--- src/rtl/csi2_pkt_stat.sv ---
// CSI2 packet statistics: error counters plus min/max lines-per-frame and pixels-per-line.
// Latency: every statistic output reflects its triggering strobe one clk_i edge later.
// Backpressure: none; decoder strobes are always accepted, and clear_stat_i drops coincident events.
module csi2_pkt_stat #(
    parameter int PX_PER_BEAT = 1,
    parameter int CNT_WIDTH   = 32
) (
    input  logic                 clk_i,
    input  logic                 rst_i,
    input  logic                 clear_stat_i,
    input  logic                 header_err_i,
    input  logic                 corr_header_err_i,
    input  logic                 crc_err_i,
    input  logic                 frame_start_i,
    input  logic                 frame_end_i,
    input  logic                 line_start_i,
    input  logic                 line_end_i,
    input  logic                 px_valid_i,
    output logic [CNT_WIDTH-1:0] header_err_cnt_o,
    output logic [CNT_WIDTH-1:0] corr_header_err_cnt_o,
    output logic [CNT_WIDTH-1:0] crc_err_cnt_o,
    output logic [CNT_WIDTH-1:0] max_ln_per_frame_o,
    output logic [CNT_WIDTH-1:0] min_ln_per_frame_o,
    output logic [CNT_WIDTH-1:0] max_px_per_ln_o,
    output logic [CNT_WIDTH-1:0] min_px_per_ln_o
);

    typedef logic [CNT_WIDTH-1:0] cnt_t;

    localparam cnt_t CNT_MAX = {CNT_WIDTH{1'b1}};
    localparam cnt_t CNT_ONE = cnt_t'(1);
    localparam cnt_t PX_INC  = cnt_t'(PX_PER_BEAT);

    typedef struct packed {
        cnt_t hdr;
        cnt_t corr;
        cnt_t crc;
    } err_cnt_t;

    // Running extremes; lo starts at all-ones so the first sample always wins.
    typedef struct packed {
        cnt_t hi;
        cnt_t lo;
        logic vld;
    } range_t;

    localparam range_t RANGE_INIT = '{hi: '0, lo: CNT_MAX, vld: 1'b0};

    typedef enum logic { IDLE, IN_FRAME } frm_state_t;
    typedef enum logic { L_IDLE, IN_LINE } ln_state_t;

    function automatic cnt_t sat_add(input cnt_t a, input cnt_t b);
        logic [CNT_WIDTH:0] sum;
        sum = {1'b0, a} + {1'b0, b};
        return sum[CNT_WIDTH] ? CNT_MAX : sum[CNT_WIDTH-1:0];
    endfunction

    function automatic range_t range_upd(input range_t r, input cnt_t s);
        range_t n;
        n     = r;
        if (s > r.hi) n.hi = s;
        if (s < r.lo) n.lo = s;
        n.vld = 1'b1;
        return n;
    endfunction

    frm_state_t frm_q, frm_nxt;
    ln_state_t  lst_q, lst_nxt;
    cnt_t       ln_cnt_q, ln_cnt_nxt, ln_smp_dat;
    cnt_t       px_cnt_q, px_cnt_nxt, px_smp_dat;
    logic       ln_smp_vld, px_smp_vld;
    err_cnt_t   err_q;
    range_t     ln_rng_q, px_rng_q;

    // FSM state and running counters; clear leaves them untouched.
    always_ff @(posedge clk_i or posedge rst_i) begin
        if (rst_i) begin
            frm_q    <= IDLE;
            lst_q    <= L_IDLE;
            ln_cnt_q <= '0;
            px_cnt_q <= '0;
        end else begin
            frm_q    <= frm_nxt;
            lst_q    <= lst_nxt;
            ln_cnt_q <= ln_cnt_nxt;
            px_cnt_q <= px_cnt_nxt;
        end
    end

    // Frame FSM: count lines inside a frame, emit a sample on frame end; restart discards.
    always_comb begin
        frm_nxt    = frm_q;
        ln_cnt_nxt = ln_cnt_q;
        ln_smp_vld = 1'b0;
        ln_smp_dat = ln_cnt_q;
        if (!clear_stat_i) begin
            if (frame_start_i) begin
                frm_nxt    = IN_FRAME;
                ln_cnt_nxt = '0;
            end else if (frm_q == IN_FRAME) begin
                if (line_start_i) ln_cnt_nxt = sat_add(ln_cnt_q, CNT_ONE);
                if (frame_end_i) begin
                    frm_nxt    = IDLE;
                    ln_smp_vld = 1'b1;
                    ln_smp_dat = ln_cnt_nxt;
                end
            end
        end
    end

    // Line FSM: accumulate pixels, sample on line end including a same-cycle beat.
    always_comb begin
        lst_nxt    = lst_q;
        px_cnt_nxt = px_cnt_q;
        px_smp_vld = 1'b0;
        px_smp_dat = px_cnt_q;
        if (!clear_stat_i) begin
            if (line_start_i) begin
                lst_nxt    = IN_LINE;
                px_cnt_nxt = px_valid_i ? PX_INC : '0;
            end else if (lst_q == IN_LINE && px_valid_i) begin
                px_cnt_nxt = sat_add(px_cnt_q, PX_INC);
            end
            if (line_end_i && (line_start_i || lst_q == IN_LINE)) begin
                lst_nxt    = L_IDLE;
                px_smp_vld = 1'b1;
                px_smp_dat = px_cnt_nxt;
            end
        end
    end

    // Statistics registers; clear wins over every event in the same cycle.
    always_ff @(posedge clk_i or posedge rst_i) begin
        if (rst_i) begin
            err_q    <= '0;
            ln_rng_q <= RANGE_INIT;
            px_rng_q <= RANGE_INIT;
        end else if (clear_stat_i) begin
            err_q    <= '0;
            ln_rng_q <= RANGE_INIT;
            px_rng_q <= RANGE_INIT;
        end else begin
            if (header_err_i)      err_q.hdr  <= sat_add(err_q.hdr, CNT_ONE);
            if (corr_header_err_i) err_q.corr <= sat_add(err_q.corr, CNT_ONE);
            if (crc_err_i)         err_q.crc  <= sat_add(err_q.crc, CNT_ONE);
            if (ln_smp_vld)        ln_rng_q   <= range_upd(ln_rng_q, ln_smp_dat);
            if (px_smp_vld)        px_rng_q   <= range_upd(px_rng_q, px_smp_dat);
        end
    end

    assign header_err_cnt_o      = err_q.hdr;
    assign corr_header_err_cnt_o = err_q.corr;
    assign crc_err_cnt_o         = err_q.crc;
    assign max_ln_per_frame_o    = ln_rng_q.hi;
    assign min_ln_per_frame_o    = ln_rng_q.vld ? ln_rng_q.lo : '0;
    assign max_px_per_ln_o       = px_rng_q.hi;
    assign min_px_per_ln_o       = px_rng_q.vld ? px_rng_q.lo : '0;

endmodule

--- config.mk ---
export PLATFORM = sky130hd
export DESIGN_NAME = csi2_pkt_stat
export DESIGN_NICKNAME = d
export VERILOG_FILES = /design/src/rtl/csi2_pkt_stat.sv
export SDC_FILE = /design/constraint.sdc
export NUM_CORES = 1
export LEC_CHECK = 0
export CELL_PAD_IN_SITES_DETAIL_PLACEMENT = 1
export CELL_PAD_IN_SITES_GLOBAL_PLACEMENT = 1
export CORE_AREA = 2 2 269 205
export DETAILED_ROUTE_END_ITERATION = 10
export DIE_AREA = 0 0 271 207
export PLACE_DENSITY_LB_ADDON = 0.1
export SLEW_MARGIN = 20
export SYNTH_ARGS = -nofsm -noshare
export SYNTH_HDL_FRONTEND = slang
export SYNTH_SLANG_ARGS = --single-unit
export TNS_END_PERCENT = 50
--- constraint.sdc ---
create_clock -name clk_i -period 22.5 [get_ports clk_i]
set_clock_uncertainty 0.2 [all_clocks]
set_input_delay 4.5 -clock clk_i [delete_from_list [all_inputs] [get_ports clk_i]]
set_output_delay 4.5 -clock clk_i [all_outputs]
set_load 0.05 [all_outputs]
; ---- Yosys cells after proc, flatten, opt, wreduce, memory -nomap -nowiden
; Index checks and enable logic that the tools add are counted.
[op_classes]
n_addsub = 5
n_mul = 0
div_mod_pow = 0
n_lt_le_gt_ge = 4
n_eq_ne = 0
shift = 0
muxes = 42
n_bitwise = 1
reduce_logical = 20
[op_table]
columns = op, n
row1 = 32-bit two-way mux, 25
row2 = 65-bit two-way mux, 4
row3 = "32-bit by 1-bit adder with 33-bit output, second input constant", 5
row4 = 96-bit two-way mux, 1
row5 = 32-bit > comparator, 2
row6 = 32-bit < comparator, 2
row7 = 2-bit nonzero test, 11
row8 = 1-bit two-way mux, 12
row9 = 2-bit AND reduction, 6
row10 = 1-bit logical AND, 2
row11 = 1-bit logical OR, 1
row12 = 1-bit inverter, 1
[totals]
ff_bits = 292
latchBits = 0
mem_bits_rw = 0
rom_bits = 0
in_bits = 11
output_inout_bits = 224
word_cells = 85
memories = 0

; ---- Logic depth before layout (Yosys ltp)
[depth]
ltp_word = 11
depth_mapped = 21
mapped_depth_nobuf = 17

; ---- Worst setup path before layout
; OpenSTA, ideal clock, no wires.
[synth_timing]
path_type = in2reg
start = input port line_start_i
end = register ln_rng_q, in the netlist max_ln_per_frame_o[1]
setup_time_ps = 78
arrival_time_ps = 7892
required_ps = 22222
setup_slack_ps = 14330
stages = 17
path_buffers = 2
cell_sequence = nand3_1 nor3_2 and2_1 nand4_1 or4_1 a21oi_2 a21oi_1 ha_1 nand4_1 nor4_1 inv_1 nor3_2 a21o_1 clkbuf_1 clkbuf_1 o21ai_0 a21oi_1
[synth_between]
elab_chain_cells = 8
word_cells_on_any_way = 11
cone_classes = order compare: 1 / mux: 8 / reduce/logical: 2
[synth_lines]
columns = element, line_no
row1 = "start, declared", 16  ; input logic line_start_i,
row2 = 32-bit two-way mux *, 101  ; if (line_start_i) ln_cnt_nxt = sat_add(ln_cnt_q, CNT_ONE);
row3 = 32-bit two-way mux *, 102  ; if (frame_end_i) begin
row4 = 32-bit two-way mux *, 100  ; end else if (frm_q == IN_FRAME) begin
row5 = 32-bit two-way mux *, 97  ; if (frame_start_i) begin
row6 = 32-bit two-way mux *, 96  ; if (!clear_stat_i) begin
row7 = 32-bit > comparator / 32-bit two-way mux (equally long branches), 61  ; if (s > r.hi) n.hi = s;
row8 = 2-bit nonzero test (no line) / 65-bit two-way mux (equally long branches), -
row9 = 2-bit AND reduction (no line) / 65-bit two-way mux (equally long branches), -
row10 = "end signal, assigned", 146  ; if (ln_smp_vld) ln_rng_q <= range_upd(ln_rng_q, ln_smp_dat);
row11 = "end, declared", 73  ; range_t ln_rng_q, px_rng_q;
; Mark *: on every way between the ends. The rest lies on a longest branch, timed or not. The select of a mux whose other input is x is not followed.
; A chain may end at the register's enable or synchronous reset.

; ---- Final worst setup path
[layout_timing]
start = input port clear_stat_i
end = register px_rng_q[8] in the netlist's numbering
[layout_between]
elab_chain_cells = 4
word_cells_on_any_way = 9
cone_classes = order compare: 1 / mux: 5 / reduce/logical: 3
[layout_lines]
columns = element, line_no
row1 = "start, declared", 10  ; input logic clear_stat_i,
row2 = 32-bit two-way mux, 117  ; if (!clear_stat_i) begin
row3 = 32-bit < comparator / 32-bit two-way mux (equally long branches), 62  ; if (s < r.lo) n.lo = s;
row4 = 2-bit nonzero test (no line) / 65-bit two-way mux (equally long branches), -
row5 = 2-bit AND reduction (no line) / 65-bit two-way mux (equally long branches), -
row6 = "end signal, assigned", 147  ; if (px_smp_vld) px_rng_q <= range_upd(px_rng_q, px_smp_dat);
row7 = "end, declared", 73
; Parallel ways exist; a longest one is shown, timed or not. The select of a mux whose other input is x is not followed.

==> results.ini <==
[status]
status=complete, no violations

[setup_path]
crit_chain=clkbuf_8, buf_4, nor2b_1, o21ai_4, buf_4, nor2_1, o22a_1, ha_1, o21ai_0, o21bai_1, a21oi_1, o21ai_0, nor4_1, a31oi_4, buf_4, nor3_1, a31oi_1
crit_path_start_kind=input port
cp_max_fo=119
end_kind=flip-flop
timing_worst_setup_path_type=input port to flip-flop
cp_data_arrival_time_ps=10520
worst_ep_required_time_ps=22710
worst_path_dominant_cell_family=buffers and inverters
slowest_stage=nor4_1
crit_path_frequent_cell=buf_4
max_stage_delay_ps=850
worst-path-buf-inv=4

[finish]
nets=2640
multi_input_area_um2=11000
finalCoreUtilization_pct=43.9
num_antenna_cells=0
final_layout_size_suffix_gt1_share_pct=6.97
area_growth_pct=17.3
nFillCells=6206
reg.largest.list=ln_rng_q (33), px_rng_q (33)
regArea_um2=7390

[die]
die_w_um=271
coreArea_um2=53600
num_io_pins=235
start_util_pct=37.5
dieHeight_um=207
num_rows=74
dieArea_um2=56100

[logic_synthesis]
synth_compound_area_share_pct=21.5
ys_ff_latch=292
syn_avg_cell_area_um2=8.34
ys.flop_type=dfrtp_1
synth.area.top_cells=dfrtp_1, dfstp_2, ha_1
synth_xor_area_share_pct=0
synthCells=2409
yosys_warnings=0
synth_fp_nets=2551
synth_mux_area_share_pct=2.49
netlist_area_um2=20100
synth.top_cell.area_share_pct=28.4
synthSimpleGateAreaFrac_pct=22.2
synth-adder-area-share_pct=8.16
synth_top_family_by_area=simple AND/OR/NAND/NOR gates
async_flop_share_pct=100
yosysSeqAreaShare_pct=36.8
synth.distinct_cells=74
synth_edf_count=0
synth_top_area_cell=dfrtp_1

[detailed_routing]
drc_errors=0
detail-route-antenna-nets=0
finalWirelength_um=71600
vias=19021
wl_per_cell_um=22.0
vias_per_cell=5.86
first_pass_iters=7
first_iter_violations=1628

[pwr]
vdd_drop_max_mv=0.0371
power.leakage_nw=10.3
clock_power_share_pct=43.0
p_per_area_nw_per_um2=58.2
p_int_w=0.000954
combinationalPowerShare_pct=16.2
swShare_pct=30.5
p_seq_share_pct=40.8
power.switching_w=0.000418

[sta]
post-route-min-period_ps=10310
fin_setup_tns_ps=0
final-hold-violation-count=0
finalMaxSlewViolations=0
setup_violations=0
max_freq_mhz=97.0
rsz0062_at_grt=no
fin_crit_sh_pct=45.8
relSlewSlack_pct=22.7
worst_pin_slew_ps=1160

[worst_hold_path]
hp-class=flip-flop to flip-flop

[job]
maxCapViolCount=0

[placement]
portBuffers=234
gp_congestion=0.828
dp_hpwl_um=50600

[clock_tree]
numCtsBuffers=36
cts_num_sinks=292
clock_latency_ps=560
clk_pin_slew_ps=60
clockRootBuffer=clkbuf_16
htreeDepth=2
post_cts_buffers=0
postCtsHoldBufs=0
cts_tree=yes
cts-resized-gates=0
clk_path_buf_depth=3

[global_route]
gr-total-overflow=0
grt_pass1_vias=19463
grt_max_degree=120
grt_pass1_wl_um=114000
grt_use_total_pct=25.1
antenna_found_initial=0

[cell families after synthesis]
| family | after synthesis |
|---|---|
| AO/OA/AOI/OAI | 665 |
| AND/OR/NAND/NOR | 893 |
| multiplexers | 50 |
| buffers and inverters | 378 |
| adder cells (fa/ha/maj) | 131 |
| flip-flops | 292 |
[Yosys cell counts, types with 14 or more instances]
| cell type | n |
|---|---|
| nand2_1 | 166 |
| mux2i_1 | 50 |
| and4_1 | 23 |
| nand3_1 | 135 |
| and2_1 | 48 |
| a21oi_1 | 160 |
| nor3_1 | 88 |
| buf_2 | 15 |
| a22o_1 | 22 |
| buf_4 | 67 |
| nor2_1 | 254 |
| o21ai_0 | 153 |
| a311oi_1 | 24 |
| a31oi_1 | 73 |
| o211ai_1 | 29 |
| ha_1 | 131 |
| a21o_1 | 14 |
| clkbuf_1 | 103 |
| and3_1 | 55 |
| dfstp_2 | 64 |
| a211oi_1 | 51 |
| o22a_1 | 55 |
| inv_1 | 175 |
| nand4_1 | 54 |
| dfrtp_1 | 228 |
[per-stage QoR]
step                area, um^2  cells  setup slack [ps]  hold WS [ps]  power [W]
floorplan                20100   2409              9840           282   0.000716
global placement         22400   3181             11730           295   0.000785
detailed placement       22400   3181             11650           302   0.000790
CTS                      23500   3245             12150           310    0.00139
global route             23600   3246             11610           324    0.00142
finish                   23600   3246             12190           313    0.00137
[per-layer routing]
| layer | wire (um) | part of all wire (%) | global-route usage, % | vias up |
|---|---|---|---|---|
| li1 | - | - | - | 8875 |
| met1 | 35200 | 49 | 37.5 | 9641 |
| met2 | 31400 | 44 | 37.9 | 420 |
| met3 | 3440 | 4.8 | 3.41 | 85 |
| met4 | 1520 | 2.1 | 6.48 | 0 |
| met5 | 0 | 0 | 0 | - |
[path summary, 6_finish.rpt]
kind | from | end | slack [ps] | cells past startpoint
min | ln_rng_q[32]$_DFFE_PP1P_ | ln_rng_q[32]$_DFFE_PP1P_ | 310 | 2
max | clear_stat_i | px_rng_q[8]$_DFFE_PP1P_ | 12190 | 17
max reg2reg | px_cnt_q[0]$_DFFE_PP0N_ | px_rng_q[8]$_DFFE_PP1P_ | 16220 | 17
min in group asynchronous | rst_i | crc_err_cnt_o[26]$_DFFE_PP0P_ | 4270 | 2
max in group asynchronous | rst_i | crc_err_cnt_o[15]$_DFFE_PP0P_ | 16290 | 3
min reg2reg | ln_rng_q[32]$_DFFE_PP1P_ | ln_rng_q[32]$_DFFE_PP1P_ | 310 | 2
[power groups by stage]
stage               clock network, W  logic, W  registers [W]
global route                0.000622  0.000240       0.000562
floorplan                          0  0.000150       0.000566
detailed placement                 0  0.000221       0.000569
finish                      0.000590  0.000222       0.000560
CTS                         0.000604  0.000223       0.000560
global placement                   0  0.000217       0.000568
[layout by cell type (no fill, tap or decap), types with 8 or more instances in the layout]
| master | instances |
|---|---|
| nor2_1 | 254 |
| clkdlybuf4s50_1 | 232 |
| dfrtp_1 | 228 |
| inv_1 | 172 |
| nand2_1 | 166 |
| a21oi_1 | 159 |
| o21ai_0 | 153 |
| nand3_1 | 134 |
| ha_1 | 131 |
| nor3_1 | 88 |
| a31oi_1 | 73 |
| dfstp_2 | 64 |
| o22a_1 | 55 |
| and3_1 | 54 |
| nand4_1 | 54 |
| a211oi_1 | 51 |
| mux2i_1 | 50 |
| and2_1 | 48 |
| clkbuf_16 | 37 |
| o211ai_1 | 29 |
| a311oi_1 | 24 |
| and4_1 | 23 |
| a22o_1 | 22 |
| buf_4 | 18 |
| a21o_1 | 14 |
| clkbuf_1 | 14 |
| nor4_1 | 13 |
| o22ai_1 | 13 |
| clkbuf_8 | 10 |
| a41oi_1 | 8 |
| o31ai_1 | 8 |
[area by class of cell]
class | instances | area share [%]
clock buffers | 60 | 4.68
clock inverters | 4 | 0.202
inverters | 176 | 2.84
multi-input cells | 1739 | 46.5
flip-flops and latches | 292 | 31.4
well taps | 722 | 3.83
repair buffers | 253 | 10.6
[worst reg2reg max path, cell delays in order, from the launching register on]
cell	delay (ps)
dfrtp_1	460
ha_1	230
and4_1	350
nand2_1	230
nor4_4	720
inv_1	240
a31oi_1	290
o22a_1	380
ha_1	330
o21ai_0	110
o21bai_1	80
a21oi_1	210
o21ai_0	280
nor4_1	850
a31oi_4	440
buf_4	400
nor3_1	280
a31oi_1	70
(Power assumes the default switching activity.)
==> patch 1: new RTL, config.mk and constraints unchanged <==
Put a register stage on the output `max_ln_per_frame_o`, cleared by the reset. The value now appears one clock later. The other outputs are not delayed to match.
--- a/src/rtl/csi2_pkt_stat.sv
+++ b/src/rtl/csi2_pkt_stat.sv
@@ -153,3 +153,9 @@
     assign crc_err_cnt_o         = err_q.crc;
-    assign max_ln_per_frame_o    = ln_rng_q.hi;
+    always_ff @(posedge clk_i or posedge rst_i) begin
+        if (rst_i) begin
+            max_ln_per_frame_o <= '0;
+        end else begin
+            max_ln_per_frame_o <= ln_rng_q.hi;
+        end
+    end
     assign min_ln_per_frame_o    = ln_rng_q.vld ? ln_rng_q.lo : '0;
Function: changed (a bounded check fails within 4 cycles, from zero or initial values and one cycle with rst_i high).
==> patch 1 against the unedited design <==
Design area rose by 6.2%. Routed wire length rose by 3.1%. Critical path depth did not move. Count of clock-buffer cells in the layout fell by 1. Via count rose by 5.3%. First-iteration DRC count fell by 6.0%. Sequential cell count rose by 32. Synthesized area rose by 4.4%. Maximum frequency fell by 7.8%. Power rose by 11%. Register-to-register slack got worse by 750 ps. Worst setup slack got worse by 870 ps. Sequential power rose by 13%. Critical path type unchanged. Critical endpoint is now ln_rng_q[59].
==> patch 1: results (changes against the unedited design) <==
Finish
  • Plain + repair buffers: 270 (was 253)
  • Final #Nets: 2,710 (was 2,640)
  • ClkCell Share: 0.0513 (was 0.0488)
  • Multi-input combinational area share: 0.452 (was 0.465)
  • ANT cells: 1 (was 0)
  • Nonclk inv count: 183 (was 176)
  • Layout cells sized above 1: 0.0832 (was 0.0697)
  • Fraction of area in non-clock buffers: 0.105 (was 0.106)
  • Fillers: 6,164 (was 6,206)
  • Seq/total area: 0.327 (was 0.314)
  • Clkbuf count: 59 (was 60)
  • Regs by FF count: ln_rng_q x65, px_rng_q x33 (was ln_rng_q x33, px_rng_q x33)
  • Comb_multi_in: 1,749 (was 1,739)

Power and ir drop
  • Power per cell area: 60.6 nW/um^2 (was 58.2 nW/um^2)
  • Internal power: 1.07 mW (was 0.954 mW)
  • Part of the power in registers: 0.417 (was 0.408)
  • Comb pwr: 0.238 mW (was 0.222 mW)
  • Pwr Total: 1.52 mW (was 1.37 mW)

Global route
  • Global-route wire length before repair: 118 mm (was 114 mm)
  • All-Layer GR Usage: 0.258 (was 0.251)
  • Antenna violations before repair: 4 (was 0)
  • Largest net degree at the start of global routing: 129 (was 120)

CTS
  • Clk sink count: 324 (was 292)
  • Cts bufs inserted: 40 (was 36)

Synth
  • Netlist cell types: 78 (was 74)
  • Largest cells by area after synthesis: dfrtp_1 (31%), dfstp_2 (8.0%), ha_1 (7.8%) (was dfrtp_1 (28%), dfstp_2 (8.4%), ha_1 (8.2%))
  • Syn Inst Count: 2,446 (was 2,409)
  • Compound-cell area share of the yosys netlist: 0.222 (was 0.215)
  • Post-synth net total: 2,588 (was 2,551)
  • Post-synth top cells: dfrtp_1 (260), nor2_1 (218), nand2_1 (189) (was nor2_1 (254), dfrtp_1 (228), inv_1 (175))

Placement
  • Dpl ws: 9890 ps (was 11,650 ps)
  • GP Congestion: 0.898 (was 0.828)
  • Placed insts: 3,246 (was 3,181)

Worst setup path
  • CP max-delay cell: nor4_2 (was nor4_1)
  • Max FO, Critical Path: 40 (was 119)
  • Critical Path Max Stage Delay: 760 ps (was 850 ps)
  • Family with the most delay on the worst path: simple AND/OR/NAND/NOR gates (was buffers and inverters)

Routing
  • First DRT Iteration DRCs: 1,531 (was 1,628)
  • Wirelength per Cell: 22.2 um (was 22.0 um)
  • Vias: 20,036 (was 19,021)
  • Drt pass-1 iters: 5 (was 7)

STA
  • Max_slew headroom: 0.261 (was 0.227)

Outcome
  • Status: finished, final reports clean (unchanged)
patch 1: cell count changes after synthesis, moves of 23 or more:
cell,before,now
dfrtp_1,228,260
nand3_1,135,93
buf_4,67,35
o31ai_1,8,33
nor2_1,254,218
clkbuf_1,103,129
o22a_1,55,24
nand2_1,166,189
patch 1: final timing paths:
kind                         startpoint                endpoint  slack [ps]  cells past startpoint
max                        line_start_i            ln_rng_q[59]       11320                     17
min                        ln_rng_q[45]  max_ln_per_frame_o[12]         180                      0
max reg2reg                 ln_cnt_q[0]            ln_rng_q[59]       15470                     16
min reg2reg                ln_rng_q[45]  max_ln_per_frame_o[12]         180                      0
max in group asynchronous         rst_i        crc_err_cnt_o[6]       16130                      3
min in group asynchronous         rst_i       crc_err_cnt_o[14]        4350                      2
patch 1: routing by layer:
metal	global-route usage	up-vias	share of wire
li1	-	9195	-
met1	0.401	10187	0.50
met2	0.376	561	0.42
met3	0.0392	87	0.061
met4	0.0530	6	0.015
met5	0	-	0.00050
==> patch 2: new RTL, same settings <==
Made on the original files. `CNT_WIDTH`: 32 -> 48.
--- a/src/rtl/csi2_pkt_stat.sv
+++ b/src/rtl/csi2_pkt_stat.sv
@@ -5,3 +5,3 @@
     parameter int PX_PER_BEAT = 1,
-    parameter int CNT_WIDTH   = 32
+    parameter int CNT_WIDTH   = 48
 ) (
Interface: changed (7 resized); port bits go from 235 to 347. The function was not compared with the original's and may differ.
==> patch 2 against the unedited design <==
Critical path depth is 1 lower. Worst hold slack better by 6.6 ps. Power is 54% higher. Synthesized area is 50% higher. Worst setup slack worse by 1200 ps. Global-route usage is 18 points higher. Sequential power is 52% higher. Routed wire length is 72% higher. Register-to-register slack worse by 1800 ps. Sequential cell count is 144 higher. Die area stayed put. Design area is 48% higher. Largest cell class unchanged.
==> patch 2: results (changes against the unedited design) <==
CTS
  • Post-CTS sizing: 0 (unchanged)
  • Hold_buf cts: 0 (unchanged)
  • Reg clk slew, reported paths: 70 ps
  • Depth of the CTS H-tree: 2 (unchanged)
  • Cts bufs inserted: 48 (was 36)
  • Worst skew pair latency: 610 ps (was 560 ps)
  • Maximum root-to-sink buffer count: 3 (unchanged)

Synth
  • Largest cells by area after synthesis: dfrtp_1 (28%), dfstp_2 (8.4%), ha_1 (8.1%) (was dfrtp_1 (28%), dfstp_2 (8.4%), ha_1 (8.2%))
  • Post-synth net total: 3,842 (was 2,551)
  • Adder and majority cell fraction of the synthesized area: 0.0810 (was 0.0816)
  • Xor/xnor share of the synthesized area: 0.00145 (was 0)
  • Ys async rst share: 1.00 (unchanged)
  • Register area share after synthesis: 0.366 (was 0.368)
  • Post-synthesis mux area share: 0.0150 (was 0.0249)
  • Compound-cell area share of the yosys netlist: 0.239 (was 0.215)
  • Post-synth top cells: dfrtp_1 (340), a21oi_1 (331), nor2_1 (284) (was nor2_1 (254), dfrtp_1 (228), inv_1 (175))
  • Yosys warning count: 0 (unchanged)
  • Netlist cell types: 83 (was 74)

Routing
  • First DRT Iteration DRCs: 3,950 (was 1,628)
  • Vias: 31,645 (was 19,021)
  • Drt pass-1 iters: 5 (was 7)
  • Final wirelength: 123 mm (was 71.6 mm)
  • Post-DRT Antenna Nets: 0 (unchanged)

Worst setup path
  • CP arrival: 11,780 ps (was 10,520 ps)
  • Max FO, Critical Path: 78 (was 119)
  • CP max-delay cell: nor4_1 (unchanged)
  • Worst R2R Path Depth: 17 (unchanged)
  • Critical Path Max Stage Delay: 950 ps (was 850 ps)

Power and ir drop
  • Worst IR Drop VDD: 51.9 uV (was 37.1 uV)
  • Leakage: 15.2 nW (was 10.3 nW)

Finish
  • Fillers: 6,254 (was 6,206)
  • Regs by FF count: ln_rng_q x49, px_rng_q x49 (was ln_rng_q x33, px_rng_q x33)
  • Layout cells sized above 1: 0.0754 (was 0.0697)
  • Final #Nets: 3,949 (was 2,640)

Min path
  • Hold Path Class: register to register (unchanged)
  • WHS Path Cells: 2 (unchanged)

Placement
  • Placed cell areas: 33,200 um^2 (was 22,400 um^2)
  • GP Congestion: 0.993 (was 0.828)
  • IO buf count: 346 (was 234)
  • DP HPWL: 83.2 mm (was 50.6 mm)

Global route
  • Antenna violations before repair: 5 (was 0)
  • Largest net degree at the start of global routing: 157 (was 120)
  • All-Layer GR Usage: 0.428 (was 0.251)
  • Global-route wire length before repair: 193 mm (was 114 mm)

Outcome
  • Status: finished, final reports clean (unchanged)

STA
  • Worst-Margin Slew: 1210 ps (was 1160 ps)
patch 2: path summary, 6_finish.rpt:
check / from / end / slack, ps
setup / recovery: px_valid_i / max_px_per_ln_o[35] / 11020
hold / removal: ln_rng_q[20] / ln_rng_q[20] / 320
setup reg to reg: px_cnt_q[0] / max_px_per_ln_o[35] / 14370
hold reg to reg: ln_rng_q[20] / ln_rng_q[20] / 320
max in group asynchronous: rst_i / max_px_per_ln_o[23] / 16320
min in group asynchronous: rst_i / ln_cnt_q[17] / 4210
patch 2: cells by family (layout without fill, tap and decap cells):
family                     count (synthesis)  in the layout
xor gates and xnor gates                   5              5
DFF                                      436            436
muxes                                     45             45
AOI/OAI and AO/OA                       1128           1128
buffers and inverters                    601            747
other                                      0              3
and+or+nand+nor                         1226           1226
adders and majority gates                195            195
patch 2: cell type report:
type / count / area [um^2] / area share
Multi-Input combinational cell: 2599 / 16500 / 0.472
Inverter: 270 / 1030 / 0.0294
Sequential cell: 436 / 11000 / 0.316
Antenna cell: 3 / 7.51 / 0.000215
Clock buffer: 68 / 1430 / 0.0409
Clock inverter: 21 / 215 / 0.00617
Timing Repair Buffer: 388 / 3810 / 0.109
Tap cell: 722 / 903 / 0.0259
patch 2: stage by stage:
stage	power [mW]	worst slack, ps	instances	util
4_1_cts	2.09	11300	4503	0.650
2_1_floorplan	1.12	5810	3636	-
3_5_place_dp	1.24	10710	4414	0.620
3_3_place_gp	1.22	11030	4414	0.619
6_report	2.11	11020	4507	0.651
5_1_grt	2.15	10870	4506	0.651
patch 2: power by group:
| group | switching, mW | internal [mW] |
|---|---|---|
| clock | 0.370 | 0.488 |
| combinational | 0.286 | 0.110 |
| sequential | 0.0284 | 0.825 |
patch 2: metal layers:
metal | vias to the layer above | global-route usage | wire (um)
li1 | 13443 | - | -
met4 | 6 | 0.131 | 3540
met2 | 1935 | 0.656 | 54700
met5 | - | 0 | 38
met1 | 15960 | 0.595 | 50800
met3 | 301 | 0.112 | 14000
patch 2: worst max-delay path: cells and delay by family:
kind,cells,cell delay (ps)
AND/OR/NAND/NOR,8,4040
AO/OA/AOI/OAI,5,1560
buffers and inverters,2,1330
adder cells (fa/ha/maj),1,230
